`src/rtl/rob_commit.sv`:
```
// rob_commit: 16-entry reorder buffer with in-order retire,
// out-of-order writeback capture and branch/jalr flush generation.
module rob_commit #(
   parameter int DEPTH = 16
) (
   input  logic        clk,
   input  logic        rst,
   input  logic        rdy,
   input  logic        issue_valid,
   input  logic [4:0]  issue_dest,
   input  logic        issue_is_branch,
   input  logic        issue_is_jalr,
   input  logic        issue_pred_jump,
   output logic [3:0]  issue_rename,
   output logic        rob_full,
   input  logic        wb_valid,
   input  logic [3:0]  wb_rename,
   input  logic [31:0] wb_value,
   output logic        commit_flag,
   output logic [31:0] commit_value,
   output logic [3:0]  commit_rename,
   output logic [4:0]  commit_dest,
   output logic        commit_is_branch,
   output logic        commit_is_jalr,
   output logic        flush
);

   logic [DEPTH-1:0] busy_q, busy_d;
   logic [DEPTH-1:0] ready_q, ready_d;
   logic [DEPTH-1:0] isbr_q, isbr_d;
   logic [DEPTH-1:0] isjalr_q, isjalr_d;
   logic [DEPTH-1:0] pred_q, pred_d;
   logic [4:0]       dest_q [DEPTH];
   logic [4:0]       dest_d [DEPTH];
   logic [31:0]      value_q [DEPTH];
   logic [31:0]      value_d [DEPTH];

   logic [3:0]  head_q, head_d;
   logic [3:0]  tail_q, tail_d;
   logic [4:0]  count_q, count_d;

   logic        cflag_q, cflag_d;
   logic        flush_q, flush_d;
   logic [31:0] cvalue_q, cvalue_d;
   logic [3:0]  crename_q, crename_d;
   logic [4:0]  cdest_q, cdest_d;
   logic        cbr_q, cbr_d;
   logic        cjalr_q, cjalr_d;

   logic full;
   logic alloc;
   logic wb_en;
   logic commit_en;
   logic mispred;

   assign full         = (count_q == 5'(DEPTH));
   assign rob_full     = full;
   assign issue_rename = tail_q;

   assign alloc     = issue_valid && !full && rdy && !flush_q;
   assign wb_en     = wb_valid && rdy && busy_q[wb_rename] && !flush_q;
   assign commit_en = (count_q != 5'd0) && busy_q[head_q] &&
                      ready_q[head_q] && rdy && !flush_q;

   // Any jalr redirects; a branch redirects only on a wrong guess.
   assign mispred = (isbr_q[head_q] &&
                     (value_q[head_q][0] != pred_q[head_q])) ||
                    isjalr_q[head_q];

   always_comb begin
      busy_d    = busy_q;
      ready_d   = ready_q;
      isbr_d    = isbr_q;
      isjalr_d  = isjalr_q;
      pred_d    = pred_q;
      dest_d    = dest_q;
      value_d   = value_q;
      head_d    = head_q;
      tail_d    = tail_q;
      count_d   = count_q;
      cflag_d   = 1'b0;
      flush_d   = 1'b0;
      cvalue_d  = cvalue_q;
      crename_d = crename_q;
      cdest_d   = cdest_q;
      cbr_d     = cbr_q;
      cjalr_d   = cjalr_q;
      if (flush_q) begin
         busy_d  = '0;
         head_d  = 4'd0;
         tail_d  = 4'd0;
         count_d = 5'd0;
      end else begin
         if (wb_en) begin
            value_d[wb_rename] = wb_value;
            ready_d[wb_rename] = 1'b1;
         end
         if (alloc) begin
            busy_d[tail_q]   = 1'b1;
            ready_d[tail_q]  = 1'b0;
            dest_d[tail_q]   = issue_dest;
            isbr_d[tail_q]   = issue_is_branch;
            isjalr_d[tail_q] = issue_is_jalr;
            pred_d[tail_q]   = issue_pred_jump;
            tail_d           = tail_q + 4'd1;
         end
         if (commit_en) begin
            busy_d[head_q] = 1'b0;
            head_d         = head_q + 4'd1;
            cflag_d        = 1'b1;
            flush_d        = mispred;
            cvalue_d       = value_q[head_q];
            crename_d      = head_q;
            cdest_d        = dest_q[head_q];
            cbr_d          = isbr_q[head_q];
            cjalr_d        = isjalr_q[head_q];
         end
         count_d = count_q + 5'(alloc) - 5'(commit_en);
      end
   end

   always_ff @(posedge clk or negedge rst) begin
      if (!rst) begin
         busy_q    <= '0;
         ready_q   <= '0;
         isbr_q    <= '0;
         isjalr_q  <= '0;
         pred_q    <= '0;
         for (int i = 0; i < DEPTH; i++) begin
            dest_q[i]  <= 5'd0;
            value_q[i] <= 32'd0;
         end
         head_q    <= 4'd0;
         tail_q    <= 4'd0;
         count_q   <= 5'd0;
         cflag_q   <= 1'b0;
         flush_q   <= 1'b0;
         cvalue_q  <= 32'd0;
         crename_q <= 4'd0;
         cdest_q   <= 5'd0;
         cbr_q     <= 1'b0;
         cjalr_q   <= 1'b0;
      end else begin
         busy_q    <= busy_d;
         ready_q   <= ready_d;
         isbr_q    <= isbr_d;
         isjalr_q  <= isjalr_d;
         pred_q    <= pred_d;
         dest_q    <= dest_d;
         value_q   <= value_d;
         head_q    <= head_d;
         tail_q    <= tail_d;
         count_q   <= count_d;
         cflag_q   <= cflag_d;
         flush_q   <= flush_d;
         cvalue_q  <= cvalue_d;
         crename_q <= crename_d;
         cdest_q   <= cdest_d;
         cbr_q     <= cbr_d;
         cjalr_q   <= cjalr_d;
      end
   end

   assign commit_flag      = cflag_q;
   assign flush            = flush_q;
   assign commit_value     = cvalue_q;
   assign commit_rename    = crename_q;
   assign commit_dest      = cdest_q;
   assign commit_is_branch = cbr_q;
   assign commit_is_jalr   = cjalr_q;

endmodule

```
`config.mk`:
```
export PLATFORM = sky130hd
export DESIGN_NAME = rob_commit
export DESIGN_NICKNAME = d
export VERILOG_FILES = /design/src/rtl/rob_commit.sv
export SDC_FILE = /design/constraint.sdc
export NUM_CORES = 1
export LEC_CHECK = 0
export CAP_MARGIN = 20
export CORE_MARGIN = 2
export CORE_UTILIZATION = 66
export CTS_CLUSTER_DIAMETER = 50
export DETAILED_ROUTE_END_ITERATION = 8
export GPL_TIMING_DRIVEN = 0
export MAX_ROUTING_LAYER = met4
export PLACE_DENSITY_LB_ADDON = 0.15
export SLEW_MARGIN = 20
export SYNTH_ARGS = -nofsm -noshare
export SYNTH_HDL_FRONTEND = slang
export SYNTH_SLANG_ARGS = --single-unit
```
`constraint.sdc`:
```
create_clock -name clk -period 9.3 [get_ports clk]
set_clock_uncertainty 0.1 [all_clocks]
set_input_delay 0.93 -clock clk [delete_from_list [all_inputs] [get_ports clk]]
set_output_delay 0.93 -clock clk [all_outputs]
set_load 0.02 [all_outputs]
```
==> impl_results.md, run 1 <==
- DRC: 0
- Initial DRT Pass Iterations: 5
- Post-Route Utilization: 76.64%
- First-pass GRT wire length: 124000 um
- Final wirelength: 80510 um
- CP Cell Sequence: clkbuf_1 > mux4_2 > a2111oi_4 > nand2_4 > clkinv_4 > buf_4 > ha_1 > inv_1 > ha_1 > inv_1 > fa_1 > inv_1 > a21oi_1 > nor2_1 > or3_1 > a21oi_1
- Main combinational cell family by area after synthesis: multiplexers
- GR peak layer: met2
- Die W: 227.3 um
- Drt wl/cell: 27.56 um
- Pwr per Cell Area: 313.9 nW/um^2
- Met2 Use GR: 51.57%
- Post-route cell area: 37590 um^2
- Area delta synth->final: 14.21%
- Post-synth top area share: 55.50%
- Via Count: 19020
- Most used cell, CP: inv_1
- Synth Area in Simple Gates: 1.684%
- Status: completed
- Top area cells in the synthesized netlist: dfrtp_1 (55%), mux2_2 (22%), mux4_2 (14%)
- Initial core utilization: 67.10%
- Slew Limit Fails: 0
- TNS Setup: 0 ns
- Gpl congestion: 0.9445
- Clock Sinks: 730
- H-tree level count: 3
- Hold slack: 0.2003 ns
- Area of the core: 49050 um^2
- CTS tree: done
- # hold bufs at CTS: 0
- Compound-Gate Fraction of Synth Area: 1.365%
- Leading area contributor after synthesis: dfrtp_1
- Dpl hpwl: 51370 um
- Slowest CP cell: mux4_2
- Worst Hold Class: input pin to asynchronous set/reset pin
- Slew HR: 20.25%
- Mux cell area share after synthesis: 38.09%
- CP startpoint kind: flip-flop
- CTS root buf: clkbuf_16
- Post-synth EDFFs: 0
- Ys Warns: 0
- Yosys cell types: 51
- Synth async-reset ratio: 100.0%
- DR vias/cell: 6.511
- IO Pins: 99
- Leak Pwr: 16.96 nW
- Drt initial violations: 1504
- Peak VDD IR: 195.8 uV
- Placement Rows: 81
- Place WS: 4.831 ns
- Largest net degree at the start of global routing: 104
- R2r setup slk: 5.00 ns
- Initial antenna violation count: 3
- ANT nets after route: 0
- Layout cells sized above 1: 47.78%
- Total grt overflow: 0
- Maxcap violations: 0
- Met3 usage: 9.086%
- Vias in the first global route: 20560
- Critical Path Sink Type: flip-flop
- Post-CTS Setup Inserts: 0
- GR Util met1: 44.90%
- Post-Syn Area per Cell: 16.38 um^2
- Die area: 51670 um^2
- Critical path type: flip-flop to flip-flop
- Top FF cell, synth: dfrtp_1
- Adder-cell share of the synthesized area: 0.5930%
- Post-Synth XOR/XNOR Area: 0.1863%
- Post-layout min period: 4.295 ns
- Max stage delay on crit path: 0.67 ns
- Gr usage total: 34.01%
- CTS Buf Count: 77
- RSZ-0062 raised after global routing: no
- Max frequency: 232.8 MHz
- Hold Fails Final Rpt: 0
- Post-synthesis net count: 2073
- Clock Latency Late Sink: 0.61 ns
- Worst-margin pin slew: 1.196 ns
- Final setup violating endpoints: 0
- Maximum clock path buffer count: 3
- Final Cycle Share: 46.19%
- Post-synthesis cell area: 32920 um^2
- Syn Inst Count: 2009
- Max FO, Critical Path: 10
- #FFs+latches synth: 730
- Final #Nets: 2260
- # port buffers: 96
- Cell Area, Placed: 34930 um^2
- Worst-path clk slew: 0.06 ns
- Register area share after synthesis: 55.50%
- CP arrival: 4.66 ns
- Worst EP required: 9.67 ns
- Worst setup margin: 5.005 ns
- Die height: 227.3 um
- Post_cts resized: 0
metrics by stage:
stage | std cells | power, W
final | 2921 | 0.01180
after global routing | 2921 | 0.01233
after CTS | 2914 | 0.01182
after detailed placement | 2777 | 0.008670
after global placement | 2769 | 0.008490
after floorplan | 2009 | 0.007482
cell usage after synthesis (all sizes together) (2+ instances only):
master    n
a32oi    16
o21ai     5
nor3      2
nand2    31
mux4    208
inv      24
clkbuf  121
o31ai     4
ha       14
buf      45
clkinv    2
nor2b     6
or2       6
a21oi     7
nand3    17
mux2i     5
or3       2
xnor2     3
nor2     24
mux2    683
dfrtp   730
o21a      9
a22oi     4
a21boi    7
xor2      4
nand2b    2
nand3b    3
and2      2
nand4    10
final cells by class:
type                    count  area, um^2
diodes                      3       7.507
clock buffers             112        2301
multi-input cells        1087       13800
well taps                 664       830.8
fillers                  2921       11460
flip-flops and latches    730       18270
plain buffers             166       752.0
clock inverters            25       297.8
inverters                  26       102.6
repair buffers            108        1235
flip-flops by register name, summed over array words and instances (netlist names), 5 cells and up:
register / flops
commit_value: 32
isbr_q: 16
ready_q: 16
commit_dest: 5
pred_q: 16
busy_q: 16
dest_q: 80
value_q: 512
count_q: 5
isjalr_q: 16
report_power, final:
group / switching [W] / total, W / internal [W]
clock network: 0.00126 / 0.00314 / 0.00188
registers: 0.000576 / 0.00484 / 0.00427
logic: 0.00167 / 0.00381 / 0.00214
total: 0.00350 / 0.0118 / 0.00830
metal layers:
layer / up-vias / routed length [um] / share of wire [%]
met1: 10220 / 32690 / 41
met2: 684 / 38540 / 48
met4: 0 / 3128 / 3.9
li1: 7885 / - / -
met3: 230 / 6152 / 7.6
met5: - / 0 / 0
path summary, 6_finish.rpt:
| check | cells past startpoint | startpoint | end |
|---|---|---|---|
| min in group clk | 1 | commit_dest[3]$_DFFE_PN0P_ | commit_dest[3]$_DFFE_PN0P_ |
| max in group asynchronous | 6 | rst | value_q[207]$_DFFE_PN0P_ |
| worst min-delay path | 1 | rst | isjalr_q[8]$_DFFE_PN0P_ |
| worst min register to register | 1 | commit_dest[3]$_DFFE_PN0P_ | commit_dest[3]$_DFFE_PN0P_ |
| worst max-delay path | 16 | head_q[2]$_DFFE_PN0P_ | count_q[4]$_DFF_PN0_ |
| worst max register to register | 16 | head_q[2]$_DFFE_PN0P_ | count_q[4]$_DFF_PN0_ |
cells by family (layout without fill, tap and decap cells):
logic type	after synthesis	in the layout
flip-flops	730	730
AND/OR/NAND/NOR	111	111
XOR/XNOR	7	7
multiplexers	896	896
other	0	3
adder cells (fa/ha/maj)	15	15
AO/OA/AOI/OAI	58	58
buffers and inverters	192	437
cells in the final DEF, fill, tap and decap left out, drive strengths merged, types with 6 or more instances in the layout:
master           n
mux2           683
or2              6
nand2           31
ha              14
clkinv          17
nand3           17
nor2b            6
buf             58
a32oi           16
clkdlybuf4s50   95
a21boi           7
bufinv           6
mux4           208
inv             25
a21oi            7
dfrtp          730
nand4           10
clkbuf         233
o21a             9
nor2            24
worst max-delay path: cells and delay by family (launching register included):
kind | cells | cell delay, ns
compound gates | 3 | 0.74
fa+ha+maj | 3 | 0.84
buf+inv | 6 | 1.05
flops | 1 | 0.37
mux | 1 | 0.67
simple gates | 3 | 0.39
Note: power is estimated with default switching activity, not from simulation.
==> run 2, diff against run 1 <==
Settings changed: CORE_UTILIZATION 66 to 62.
Clock period 9.3 ns to 4.3 ns, I/O delays scaled along.
==> run 2 against run 1 <==
- critical path depth is 2 higher
- first-iteration DRC count grew 8.7%
- via count rose by 0.18%
- clock-buffer cell count rose by 4
- setup slack worse by 4.9 ns
- sequential cell count unchanged
- register-to-register slack got worse by 4.9 ns
- die area increased by 6.3%
- highest routed layer unchanged
==> impl_results.md, run 2 (same netlist as run 1, synthesis figures left out) <==
- Net Sw Frac: 29.96%
- R2r setup slk: 0.15 ns
- CP startpoint kind: flip-flop
- Initial DRT Pass Iterations: 5
- Multi-input combinational cell area: 13800 um^2
- H-tree level count: 3
- Internal power: 0.01765 W
- First-pass GRT wire length: 123000 um
- CP Cell Sequence: buf_6 > buf_12 > mux2i_1 > mux4_2 > a2111oi_4 > nand2_4 > clkinv_4 > buf_4 > ha_1 > inv_1 > ha_1 > inv_1 > fa_1 > inv_1 > a21oi_1 > nor2_1 > or3_1 > a21oi_1
- DRC: 0
- Share of power burned in registers: 41.5%
- Clock Sinks: 730
- Filler cells: 3430
- Met2 Use GR: 47.15%
- Clock Latency Late Sink: 0.63 ns
- Initial antenna violation count: 3
- Maxcap violations: 0
- TNS Setup: 0 ns
- Area of the core: 52550 um^2
- Slowest CP cell: a2111oi_4
- Layout cells sized above 1: 47.40%
- Worst-margin pin slew: 1.177 ns
- Critical path type: flip-flop to flip-flop
- Max stage delay on crit path: 0.58 ns
- CP delay by family, top: buffers and inverters
- Drt initial violations: 1635
- Die area: 54950 um^2
- Maximum clock path buffer count: 3
- Final Cycle Share: 96.59%
- Worst Hold Class: input pin to asynchronous set/reset pin
- CTS root buf: clkbuf_16
- WP buf/inv: 7
- # port buffers: 96
- Gpl congestion: 0.9051
- Via Count: 19050
- Drt wl/cell: 27.24 um
- ANT nets after route: 0
- Critical Path Sink Type: flip-flop
- Pwr per Cell Area: 673.0 nW/um^2
- GR Util met1: 43.24%
- Post-CTS Setup Inserts: 0
- Die W: 234.4 um
- RSZ-0062 raised after global routing: no
- Peak VDD IR: 365.4 uV
- CTS Buf Count: 79
- Max FO, Critical Path: 10
- Max reg flops: 512
- DR vias/cell: 6.480
- Slew Limit Fails: 0
- Met3 usage: 6.747%
- Vias in the first global route: 20230
- Total grt overflow: 0
- Initial core utilization: 62.64%
- Post-Route Utilization: 71.25%
- Slew HR: 21.28%
- Logic gate share of total power: 32.7%
- Hold Fails Final Rpt: 0
- Max frequency: 240.8 MHz
- FF+latch area: 18270 um^2
- Area delta synth->final: 13.76%
- Dpl hpwl: 50940 um
- Die height: 234.4 um
- Largest reg by FF count: value_q
- Instance count on the critical path: 18
- Leak Pwr: 16.87 nW
- Most common cell after layout, fill and taps aside: dfrtp_1
- NetSw: 0.007551 W
- Post-layout min period: 4.153 ns
- CTS tree: done
- Most used cell, CP: inv_1
- Most frequent cells in the layout: dfrtp_1 (730), mux2_2 (648), mux4_2 (208)
- Placement Rows: 84
- Final #Nets: 2259
- R2R cell count: 18
- Status: completed
- GR peak layer: met2
- Gr usage total: 31.51%
- Worst-path clk slew: 0.06 ns
- Final setup violating endpoints: 0
- Clock share of power: 25.8%
- Worst EP required: 4.67 ns
- CP arrival: 4.52 ns
- Largest net degree at the start of global routing: 108
- IO Pins: 99
- Final wirelength: 80090 um
-- run 2: changes by cell type in the layout (fill, tap and decap cells not counted), sizes merged --
| cell | delta |
|---|---|
| dlygate4sd3 | +1 |
| clkinv | -4 |
| inv | +4 |
| buf | -4 |
| bufinv | -6 |
| clkbuf | +4 |
-- run 2: metal layers --
layer	up-vias	share of wire, %
li1	7879	-
met1	10260	42
met2	708	47
met3	206	7.0
met4	0	3.8
met5	-	0
-- run 2: path summary, 6_finish.rpt --
kind                                                 to                         start
min in group clk           commit_value[30]$_DFFE_PN0P_  commit_value[30]$_DFFE_PN0P_
setup reg to reg                   count_q[4]$_DFF_PN0_         head_q[0]$_DFFE_PN0P_
hold / removal                     count_q[4]$_DFF_PN0_                           rst
hold reg to reg            commit_value[30]$_DFFE_PN0P_  commit_value[30]$_DFFE_PN0P_
max in group asynchronous  commit_value[16]$_DFFE_PN0P_                           rst
setup / recovery                   count_q[4]$_DFF_PN0_         head_q[0]$_DFFE_PN0P_
-- run 2: power by group through the flow --
stage	logic [W]	clock network, W	registers, W
after floorplan	0.00591	0	0.0103
final	0.00823	0.00651	0.0105
after CTS	0.00827	0.00660	0.0104
after global routing	0.00876	0.00688	0.0107
after detailed placement	0.00821	0	0.0105
after global placement	0.00793	0	0.0104
-- run 2: area by class of cell --
cell class                      instances  area share [%]
Sequential cell                       730           48.79
Multi-Input combinational cell       1087           36.85
Clock buffer                          116           6.279
Timing Repair Buffer                  105           3.141
Tap cell                              688           2.299
Buffer                                166           2.008
Clock inverter                         19          0.3442
Inverter                               26          0.2740
Antenna cell                            3         0.02005
-- run 2: stage by stage --
step | instance area [um^2] | setup slack, ns | instances | hold slack [ns] | total power, W
detailed placement | 34940 | 0.08233 | 2800 | 0.2840 | 0.01874
global placement | 34740 | -28.15 | 2793 | 0.3674 | 0.01837
CTS | 37430 | 0.05206 | 2936 | 0.2337 | 0.02530
floorplan | 32920 | 0.7143 | 2009 | 0.03441 | 0.01618
finish | 37440 | 0.1466 | 2940 | 0.2328 | 0.02520
global route | 37440 | 0.02596 | 2940 | 0.2631 | 0.02637
-- run 2: timing repair --
item                                   in CTS  in global routing
endpoints found under the hold margin      46                  0
hold buffers                                1                  0
resized for setup                           0                  2
setup endpoints to repair                   0                  1
==> run 3, diff against run 2 <==
--- a/config.mk
+++ b/config.mk
@@ -11,5 +11,5 @@
 export CTS_CLUSTER_DIAMETER = 50
 export DETAILED_ROUTE_END_ITERATION = 8
-export GPL_TIMING_DRIVEN = 0
+export GPL_TIMING_DRIVEN = 1
 export MAX_ROUTING_LAYER = met4
 export PLACE_DENSITY_LB_ADDON = 0.15
@@ -18,2 +18,3 @@
 export SYNTH_HDL_FRONTEND = slang
 export SYNTH_SLANG_ARGS = --single-unit
+export TNS_END_PERCENT = 20
==> constraint.sdc (replaced) <==
create_clock -name clk -period 4.3 [get_ports clk]
set_clock_uncertainty 0.1 [all_clocks]
set_input_delay 0.43 -clock clk [delete_from_list [all_inputs] [get_ports clk]]
set_output_delay 0.43 -clock clk [all_outputs]
set_load 0.005 [all_outputs]
==> run 3 against run 2 <==
- cell count decreased by 4.0%
- maximum frequency increased by 16%
- critical path depth decreased by 3
- largest cell class unchanged
==> impl_results.md, run 3 (same netlist as run 1, synthesis figures left out) <==
- Status: completed
- Die area: 54950 um^2
- Total grt overflow: 0
- CP startpoint kind: flip-flop
- Dpl hpwl: 43910 um
- Clock Latency Late Sink: 0.61 ns
- Die W: 234.4 um
- RSZ-0062 raised after global routing: no
- CP arrival: 3.96 ns
- Filler cells: 3427
- Area of the core: 52550 um^2
- Pwr per Cell Area: 665.6 nW/um^2
- Post-CTS Setup Inserts: 0
- Peak VDD IR: 370.1 uV
- FF+latch area: 18280 um^2
- Worst-margin pin slew: 1.096 ns
- CTS tree: done
- Worst EP required: 4.68 ns
- Gpl congestion: 0.8852
- Place WS: 0.7378 ns
- Layout cells sized above 1: 50.84%
- Largest reg by FF count: value_q
- WP buf/inv: 4
- DRC: 0
- Worst-path clk slew: 0.06 ns
- Most used cell, CP: inv_1
- Max FO, Critical Path: 20
- Worst setup margin: 0.7271 ns
- Slowest CP cell: dfrtp_4
- Placement Rows: 84
- Slew HR: 26.90%
- Max stage delay on crit path: 0.62 ns
- Initial core utilization: 62.64%
- Initial DRT Pass Iterations: 5
- Hold Fails Final Rpt: 0
- Critical Path Sink Type: flip-flop
- Max frequency: 279.9 MHz
- Area delta synth->final: 13.41%
- Clock Sinks: 730
- CP Cell Sequence: mux2i_1 > mux4_2 > a2111oi_4 > nand2_4 > clkinv_4 > ha_1 > inv_1 > ha_1 > inv_1 > fa_1 > inv_1 > a21oi_1 > nor2_1 > or3_1 > a21oi_1
- Maximum clock path buffer count: 3
- Final #Nets: 2140
- DR vias/cell: 6.510
- IO Pins: 99
- CP delay by family, top: adder cells
- Max reg flops: 512
- Most frequent cells in the layout: dfrtp_1 (726), mux2_2 (648), mux4_2 (208)
- Critical path type: flip-flop to flip-flop
- Post-layout min period: 3.573 ns
- # port buffers: 98
- TNS Setup: 0 ns
- Drt wl/cell: 27.16 um
- ANT nets after route: 0
- Slew Limit Fails: 0
- Vias in the first global route: 19480
- CTS Buf Count: 79
- Via Count: 18370
- Worst Hold Class: input pin to asynchronous set/reset pin
- Largest net degree at the start of global routing: 108
- Final setup violating endpoints: 0
- Final wirelength: 76610 um
- Most common cell after layout, fill and taps aside: dfrtp_1
- H-tree level count: 3
- Leak Pwr: 16.81 nW
- Initial antenna violation count: 1
- Post_cts resized: 0
- Gr usage total: 30.26%
- CTS root buf: clkbuf_16
- First-pass GRT wire length: 119900 um
- Drt initial violations: 1236
- Maxcap violations: 0
- Final Cycle Share: 83.09%
- Multi-input combinational cell area: 13870 um^2
- Die height: 234.4 um
run 3: layout make-up:
cell class	instances	area share, %
multi-input cells	1087	37.15
clock buffers	112	6.117
clock inverters	25	0.7977
well taps	688	2.306
diodes	1	0.006704
repair buffers	152	4.381
flip-flops and latches	730	48.97
inverters	26	0.2749
run 3: timing repair:
| action | in CTS | in global routing |
|---|---|---|
| hold buffers | 1 | 0 |
| setup endpoints to repair | 0 | 0 |
| endpoints found under the hold margin | 93 | 0 |
run 3: path summary, 6_finish.rpt:
path | cells past startpoint | from | end | slack [ns]
hold / removal | 2 | rst | dest_q[77]$_DFFE_PN0P_ | 0.37
max in group asynchronous | 3 | rst | value_q[411]$_DFFE_PN0P_ | 2.61
setup reg to reg | 15 | head_q[0]$_DFFE_PN0P_ | count_q[4]$_DFF_PN0_ | 0.73
hold reg to reg | 1 | commit_value[30]$_DFFE_PN0P_ | commit_value[30]$_DFFE_PN0P_ | 0.39
setup / recovery | 15 | head_q[0]$_DFFE_PN0P_ | count_q[4]$_DFF_PN0_ | 0.73
min in group clk | 1 | commit_value[30]$_DFFE_PN0P_ | commit_value[30]$_DFFE_PN0P_ | 0.39
run 3: routing by layer:
metal | global-route usage (%) | up-vias | wire length, um
li1 | - | 7643 | -
met1 | 42.45 | 10080 | 33190
met2 | 46.76 | 501 | 37500
met3 | 5.039 | 140 | 3978
met4 | 8.235 | 0 | 1936
met5 | - | - | 0
run 3: metrics by stage:
| step | area (um^2) | util (%) | hold WS (ns) | std cells | power [W] |
|---|---|---|---|---|---|
| final | 37330 | 71.03 | 0.3744 | 2821 | 0.02485 |
| after global routing | 37330 | 71.03 | 0.4058 | 2821 | 0.02608 |
| after CTS | 37320 | 71.02 | 0.3930 | 2820 | 0.02498 |
| after detailed placement | 34730 | 66.09 | 0.3810 | 2682 | 0.01813 |
| after global placement | 34730 | 66.09 | 0.3710 | 2682 | 0.01777 |
| after floorplan | 32920 | - | 0.03441 | 2009 | 0.01602 |
run 3: where the power goes:
group	switching (W)	internal, W	leakage [nW]
Clock	0.00271	0.00405	1.27
Sequential	0.00136	0.00924	9.51
Combinational	0.00297	0.00451	6.03
